===== config.mk =====
export PLATFORM = sky130hd
export DESIGN_NAME = cw_access_sequencer
export DESIGN_NICKNAME = d
export VERILOG_FILES = /design/src/rtl/cw_access_sequencer.sv
export SDC_FILE = /design/constraint.sdc
export NUM_CORES = 1
export LEC_CHECK = 0
export BUFFER_PORTS_ARGS = -buffer_cell sky130_fd_sc_hd__buf_2
export CORE_MARGIN = 2
export CORE_UTILIZATION = 45
export CTS_BUF_LIST = sky130_fd_sc_hd__clkbuf_4 sky130_fd_sc_hd__clkbuf_8
export DETAILED_ROUTE_END_ITERATION = 10
export PLACE_DENSITY = 0.68
export SLEW_MARGIN = 15
export SYNTH_ARGS = -nofsm -noshare
export SYNTH_HDL_FRONTEND = slang
export SYNTH_SLANG_ARGS = --single-unit

===== constraint.sdc =====
create_clock -name CLK -period 4.7 [get_ports CLK]
set_clock_uncertainty 0.05 [all_clocks]
set_input_delay 0.235 -clock CLK [delete_from_list [all_inputs] [get_ports CLK]]
set_output_delay 0.235 -clock CLK [all_outputs]
set_load 0.02 [all_outputs]

===== src/rtl/cw_access_sequencer.sv =====
// Control-word decode and per-counter byte sequencing for a three-counter timer.
// Optional feature macro: READBACK_CMD_EN (SC=11 read-back command; otherwise ignored).
module cw_access_sequencer #(
  parameter logic [2:0] RST_MODE = 3'd0,
  parameter logic [1:0] RST_RW   = 2'b00
) (
  input  logic       CLK,
  input  logic       _RST,
  input  logic [1:0] Add_bus,
  input  logic       RW_bus,
  input  logic       acc_valid,
  input  logic [7:0] Data_in,
  output logic [8:0] mode,
  output logic [2:0] bcd,
  output logic [5:0] rw_mode,
  output logic [2:0] cw_load,
  output logic [2:0] wr_lsb,
  output logic [2:0] wr_msb,
  output logic [2:0] count_written,
  output logic [2:0] rd_msb,
  output logic [2:0] latch_cnt,
  output logic [2:0] latch_sts
);

  logic [8:0] mode_q, mode_d;
  logic [2:0] bcd_q, bcd_d;
  logic [5:0] rw_q, rw_d;
  logic [2:0] wr_ptr_q, wr_ptr_d;
  logic [2:0] rd_ptr_q, rd_ptr_d;
  logic [2:0] rd_msb_q, rd_msb_d;
  logic [2:0] cw_load_q, cw_load_d;
  logic [2:0] wr_lsb_q, wr_lsb_d;
  logic [2:0] wr_msb_q, wr_msb_d;
  logic [2:0] cnt_wr_q, cnt_wr_d;
  logic [2:0] latch_cnt_q, latch_cnt_d;
`ifdef READBACK_CMD_EN
  logic [2:0] latch_sts_q, latch_sts_d;
`endif

  logic       is_wr;
  logic       is_rd;
  logic [1:0] sc;
  logic [1:0] rw_field;

  // Modes 6 and 7 are aliases of 2 and 3 on the 8253/8254
  function automatic logic [2:0] map_mode(input logic [2:0] m);
    return (m[2] & m[1]) ? {1'b0, m[1:0]} : m;
  endfunction

  // A Z/X RW_bus fails both equality tests, so the access falls through as a no-op
  assign is_wr    = acc_valid && (RW_bus == 1'b0);
  assign is_rd    = acc_valid && (RW_bus == 1'b1);
  assign sc       = Data_in[7:6];
  assign rw_field = Data_in[5:4];

  always_comb begin
    mode_d      = mode_q;
    bcd_d       = bcd_q;
    rw_d        = rw_q;
    wr_ptr_d    = wr_ptr_q;
    rd_ptr_d    = rd_ptr_q;
    rd_msb_d    = rd_msb_q;
    cw_load_d   = 3'b000;
    wr_lsb_d    = 3'b000;
    wr_msb_d    = 3'b000;
    cnt_wr_d    = 3'b000;
    latch_cnt_d = 3'b000;
`ifdef READBACK_CMD_EN
    latch_sts_d = 3'b000;
`endif

    if (Add_bus == 2'b11) begin
      if (is_wr) begin
        for (int i = 0; i < 3; i++) begin
          if (sc == i[1:0]) begin
            if (rw_field == 2'b00) begin
              latch_cnt_d[i] = 1'b1;
            end else begin
              rw_d[2*i +: 2]   = rw_field;
              mode_d[3*i +: 3] = map_mode(Data_in[3:1]);
              bcd_d[i]         = Data_in[0];
              wr_ptr_d[i]      = 1'b0;
              rd_ptr_d[i]      = 1'b0;
              rd_msb_d[i]      = 1'b0;
              cw_load_d[i]     = 1'b1;
            end
          end
        end
`ifdef READBACK_CMD_EN
        // Read-back: Data_in[5]/[4] are active-low count/status selects
        if (sc == 2'b11) begin
          for (int i = 0; i < 3; i++) begin
            if (Data_in[i+1]) begin
              if (!Data_in[5]) begin
                latch_cnt_d[i] = 1'b1;
                rd_ptr_d[i]    = 1'b0;
              end
              if (!Data_in[4]) latch_sts_d[i] = 1'b1;
            end
          end
        end
`endif
      end
    end else begin
      for (int i = 0; i < 3; i++) begin
        if (Add_bus == i[1:0]) begin
          if (is_wr) begin
            case (rw_q[2*i +: 2])
              2'b01: begin
                wr_lsb_d[i] = 1'b1;
                cnt_wr_d[i] = 1'b1;
              end
              2'b10: begin
                wr_msb_d[i] = 1'b1;
                cnt_wr_d[i] = 1'b1;
              end
              2'b11: begin
                if (!wr_ptr_q[i]) begin
                  wr_lsb_d[i] = 1'b1;
                  wr_ptr_d[i] = 1'b1;
                end else begin
                  wr_msb_d[i] = 1'b1;
                  cnt_wr_d[i] = 1'b1;
                  wr_ptr_d[i] = 1'b0;
                end
              end
              default: ;
            endcase
          end else if (is_rd) begin
            case (rw_q[2*i +: 2])
              2'b01: rd_msb_d[i] = 1'b0;
              2'b10: rd_msb_d[i] = 1'b1;
              2'b11: begin
                rd_msb_d[i] = rd_ptr_q[i];
                rd_ptr_d[i] = ~rd_ptr_q[i];
              end
              default: ;
            endcase
          end
        end
      end
    end
  end

  always_ff @(posedge CLK or negedge _RST) begin
    if (!_RST) begin
      mode_q      <= {3{RST_MODE}};
      bcd_q       <= 3'b000;
      rw_q        <= {3{RST_RW}};
      wr_ptr_q    <= 3'b000;
      rd_ptr_q    <= 3'b000;
      rd_msb_q    <= 3'b000;
      cw_load_q   <= 3'b000;
      wr_lsb_q    <= 3'b000;
      wr_msb_q    <= 3'b000;
      cnt_wr_q    <= 3'b000;
      latch_cnt_q <= 3'b000;
    end else begin
      mode_q      <= mode_d;
      bcd_q       <= bcd_d;
      rw_q        <= rw_d;
      wr_ptr_q    <= wr_ptr_d;
      rd_ptr_q    <= rd_ptr_d;
      rd_msb_q    <= rd_msb_d;
      cw_load_q   <= cw_load_d;
      wr_lsb_q    <= wr_lsb_d;
      wr_msb_q    <= wr_msb_d;
      cnt_wr_q    <= cnt_wr_d;
      latch_cnt_q <= latch_cnt_d;
    end
  end

`ifdef READBACK_CMD_EN
  always_ff @(posedge CLK or negedge _RST) begin
    if (!_RST) latch_sts_q <= 3'b000;
    else       latch_sts_q <= latch_sts_d;
  end
  assign latch_sts = latch_sts_q;
`else
  assign latch_sts = 3'b000;
`endif

  assign mode          = mode_q;
  assign bcd           = bcd_q;
  assign rw_mode       = rw_q;
  assign cw_load       = cw_load_q;
  assign wr_lsb        = wr_lsb_q;
  assign wr_msb        = wr_msb_q;
  assign count_written = cnt_wr_q;
  assign rd_msb        = rd_msb_q;
  assign latch_cnt     = latch_cnt_q;

endmodule


# Word-level counts from Yosys, hierarchy flattened
# Index checks and enable logic that the tools add are counted.
totals:
  ff_bits: 42
  latch_bits: 0
  ram_bits: 0
  mem_bits_ro: 0
  inputBits: 14
  wordCells: 177
  memories: 0
classes:
  addsub: 0
  n_mul: 0
  n_div: 0
  n_lt_le_gt_ge: 0
  eq_ne: 32
  shifts: 0
  n_mux: 90
  bitwise: 6
  reduce_logical: 26
op_table:
  columns: ["operator", "count"]
  rows:
  - ["1-bit 2-to-1 mux", 66]
  - ["7-bit AND reduction", 6]
  - ["3-bit 2-to-1 mux", 12]
  - ["2-bit equality test, second input constant", 9]
  - ["1-bit one-hot mux with 2 select lines", 9]
  - ["6-bit AND reduction", 3]
  - ["5-bit by 2-bit inequality test with 1-bit output, second input constant", 3]
  - ["4-bit AND reduction", 3]
  - ["2-bit nonzero test", 6]
  - ["2-bit by 1-bit equality test with 1-bit output, second input constant", 5]
  - ["2-bit inequality test, second input constant", 5]
  - ["3-bit by 2-bit inequality test with 1-bit output, second input constant", 3]
  - ["3-bit inequality test, second input constant", 3]
  - ["1-bit one-hot mux with 3 select lines", 3]
  - ["2-bit by 1-bit inequality test with 1-bit output, second input constant", 4]
  - ["2-bit logical NOT", 3]
  - ["2-bit OR reduction", 3]
  - ["1-bit NOT", 5]
  - ["1-bit logical AND", 2]
  - ["1-bit AND", 1]

# Longest topological paths before layout
logic_depth:
  depth_word: 6
  ltp_mapped: 7
  mapped_depth_nobuf: 6

# Worst setup path after synthesis
# No wires, ideal clock.
synth_path:
  path_type: "register -> register"
  startpoint: "reg rw_q[2] (netlist: rw_mode[2])"
  endpoint: "reg rd_msb_q[1] (netlist: rd_msb[1])"
  setup_time_ns: 0.128
  t_arrival_ns: 1.714
  required_ns: 4.522
  setup_slack_ns: 2.809
  path_stages_with_launch: 5
  path_cell_list: "dfrtp_1 ha_1 or3_1 o311ai_1 mux2_1"
synth_between:
  elab_chain_cells: 6
synth_rtl:
  columns: ["element", "line_no", "source"]
  rows:
  - ["start, declared", "27", "logic [5:0] rw_q, rw_d;"]
  - ["start signal, assigned", "149", "rw_q <= {3{RST_RW}};"]
  - ["start signal, assigned", "161", "rw_q <= rw_d;"]
  - ["2-bit equality test / 2-bit by 1-bit equality test with 1-bit output (equally long branches)", "130", "case (rw_q[2*i +: 2])"]
  - ["1-bit one-hot mux with 3 select lines", "130", null]
  - ["1-bit 2-to-1 mux", "129", "end else if (is_rd) begin"]
  - ["1-bit 2-to-1 mux", "107", "if (is_wr) begin"]
  - ["1-bit 2-to-1 mux", "106", "if (Add_bus == i[1:0]) begin"]
  - ["3-bit 2-to-1 mux", "72", "if (Add_bus == 2'b11) begin"]
  - ["end signal, assigned", "164", "rd_msb_q <= rd_msb_d;"]
  - ["end, declared", "30", "logic [2:0] rd_msb_q, rd_msb_d;"]
# Parallel ways exist; a longest one is shown, timed or not. The select of a mux whose other input is x is not followed.
# A chain may end at the register's enable or synchronous reset.

# Worst setup path after layout
layout_path:
  startpoint: "in Add_bus[0]"
  endpoint: "reg rd_msb_q[2] (netlist: rd_msb[2])"
layout_between:
  elab_chain_cells: 3
layout_rtl:
  columns: ["element", "line_no", "source"]
  rows:
  - ["start, declared", "9", "input logic [1:0] Add_bus,"]
  - ["2-bit equality test, on equally long branches", "106, 72", null]
  - ["5-bit by 2-bit inequality test with 1-bit output (no source line) (tied with other cells)", null, null]
  - ["7-bit AND reduction (no source line)", null, null]
# Parallel ways exist; a longest one is shown, timed or not.

==> run_results.csv <==
group,metric,value,unit
placed_design,dp_slack,2240,ps
drt,drt-met1-wl,2000,microns
clock_tree,htree_levels,2,
timing,maxSlewHeadroom,0.398,
floorplanning,fp.coreArea,4440,sq um
setup_path,cp_max_fo,27,
yosys,synth_cells,193,
drt,drtIter0Drc,43,
yosys,avgSynthCellArea,11.0,sq um
floorplanning,dieArea,5280,sq um
drt,first_pass_iters,4,
clock_tree,cts_sinks,42,
timing,max_freq,0.463,GHz
setup_path,criticalPathCategory,"input pin to register",
clock_tree,clock_path_buffers,2,
placed_design,numPortBuffers,49,
drt,wl_met3,254,microns
global_routing,grt_pass1_wl,6860,microns
clock_tree,cts_tree,"done",
floorplanning,ioPinCount,53,
clock_tree,path_clk_slew,80,ps
yosys,ys_ff_latch,42,
setup_path,required,4840,ps
yosys,ys_types,36,
placed_design,gp_congestion,0.782,
floorplanning,start_util,0.477,
global_routing,track_usage,0.171,
timing,setup_tns,0,ps
yosys,synth_top_area_frac,0.496,
drt,routed_wl,4130,microns
placed_design,dpl.hpwl,3010,microns
yosys,syn_area,2120,sq um
drt,route.met2.wl,1820,microns
global_routing,grt_pass1_vias,1412,
yosys,seq_area_frac_synth,0.496,
floorplanning,die_x,72.7,microns
timing,min_period,2160,ps
power,irDropWorstVdd,0.000199,V
power,p_per_area,450,nW/um^2
clock_tree,cts_resized,0,
yosys,synthTopCellsByCount,"dfrtp_1, a21oi_1, ha_1, nor2_1, mux2_1",
global_routing,grt_max_degree,43,
setup_path,arrival,2300,ps
timing,layout_setup_ws,2540,ps
timing,drv_slew,0,
clock_tree,clk_latency,300,ps
layout,diodes,0,
clock_tree,cts_setup_buffers,0,
clock_tree,clockRootBuffer,"clkbuf_8",
timing,setup_viol_count_final,0,
layout,fin_nets,275,
global_routing,gr-total-overflow,0,
global_routing,antenna_found_initial,0,
layout,largest_reg_flops,9,
drt,postRouteAntennaNets,0,
floorplanning,die_y,72.7,microns
run,maxCapViolCount,0,
worst_hold_path,hold_class,"input pin to asynchronous set/reset pin",
yosys,yosysMostFrequentCell,"dfrtp_1",
drt,vias_per_cell,5.18,
timing,fin_crit_sh,0.460,
yosys,synth_edf_count,0,
setup_path,reg2reg_from,"rw_mode[2]",
timing,hold_violations,0,
timing,rsz0062_at_grt,"no",
drt,highest_layer,"met4",
yosys,yosysTopAreaCell,"dfrtp_1",
yosys,yosysWarnings,0,
power,p_leak,1.33,nW
setup_path,cp-startpoint,"Add_bus[0]",
drt,wl_per_cell,13.9,microns
setup_path,end_kind,"register",
drt,vias,1538,
layout,drive_above_1_share,0.261,
drt,route.detailed.drc,0,
yosys,async_flop_share,1.00,
layout,area_growth,19.5,%
yosys,ys.flop_type,"dfrtp_1",
yosys,ys_top_cells_by_area,"dfrtp_1, ha_1, mux2_1, a21oi_1, nor2_1",
outcome,status,"completed",
setup_path,startpoint_type,"input pin",
clock_tree,numCtsBuffers,5,
timing,tightest_slew,903,ps
clock_tree,cts-hold-fix-buffers,0,
floorplanning,rows,24,
-- kinds of logic (layout without fill, tap and decap cells) --
kind of cell,count (synthesis),count (layout),share of synthesized area
DFF,42,42,0.496
AOI/OAI and AO/OA,41,41,0.116
buffers and inverters,19,69,0.0407
adders and majority gates,17,17,0.100
muxes,20,20,0.104
and+or+nand+nor,53,53,0.141
other,1,3,0.00177
-- worst max-delay path, cell delays in order --
cell and delay, ps:
buf_2 100, ha_1 720, o21ai_2 320, mux2i_1 410, o311ai_1 180, mux2_1 330
-- path summary, 6_finish.rpt --
check                                to  slack [ps]  depth (start not counted)
max in group asynchronous   rd_ptr_q[1]        4020                          1
min reg2reg                     mode[1]         440                          1
max reg2reg                   rd_msb[1]        2800                          4
max                           rd_msb[2]        2540                          6
min in group CLK                mode[3]         130                          2
min                        latch_cnt[2]          10                          1
-- routing by layer --
| layer | vias up | GRT usage |
|---|---|---|
| met5 | - | 0 |
| met4 | 0 | 0.0679 |
| met3 | 7 | 0.0525 |
| met2 | 45 | 0.260 |
| met1 | 711 | 0.228 |
| li1 | 775 | - |
-- final cells by class --
type                            instances  area (sq um)
Fill cell                             400          1910
Clock inverter                          3          68.8
Clock buffer                            5          68.8
Multi-Input combinational cell        134           991
Sequential cell                        42          1050
Tap cell                               52          65.1
Inverter                               12          45.0
Timing Repair Buffer                   49           245
-- power by group --
part	leakage, nW	total, mW	internal (mW)	switching, mW
clock network	0.0683	0.342	0.213	0.130
logic	0.716	0.316	0.125	0.191
registers	0.542	0.483	0.430	0.0537
-- placed cells by master, fill, tap and decap left out, types with 6 or more instances in the layout --
| cell type | synthesis | routed |
|---|---|---|
| nor3_1 | 6 | 6 |
| a21oi_1 | 19 | 19 |
| inv_1 | 12 | 12 |
| nand2_1 | 10 | 10 |
| mux2_1 | 16 | 16 |
| nor2_1 | 17 | 17 |
| o21ai_1 | 8 | 8 |
| ha_1 | 17 | 17 |
| buf_2 | 3 | 49 |
| dfrtp_1 | 42 | 42 |
-- through the flow --
stage	power [mW]	hold WS, ps	utilization	cell area [sq um]	instances
2_1_floorplan	0.706	-111	-	2130	195
3_3_place_gp	0.803	375	0.539	2400	289
3_5_place_dp	0.808	383	0.539	2400	289
4_1_cts	1.15	48.9	0.570	2530	297
5_1_grt	1.21	101	0.570	2530	297
6_report	1.14	11.5	0.570	2530	297
Note: power is estimated with default switching activity, not from simulation.
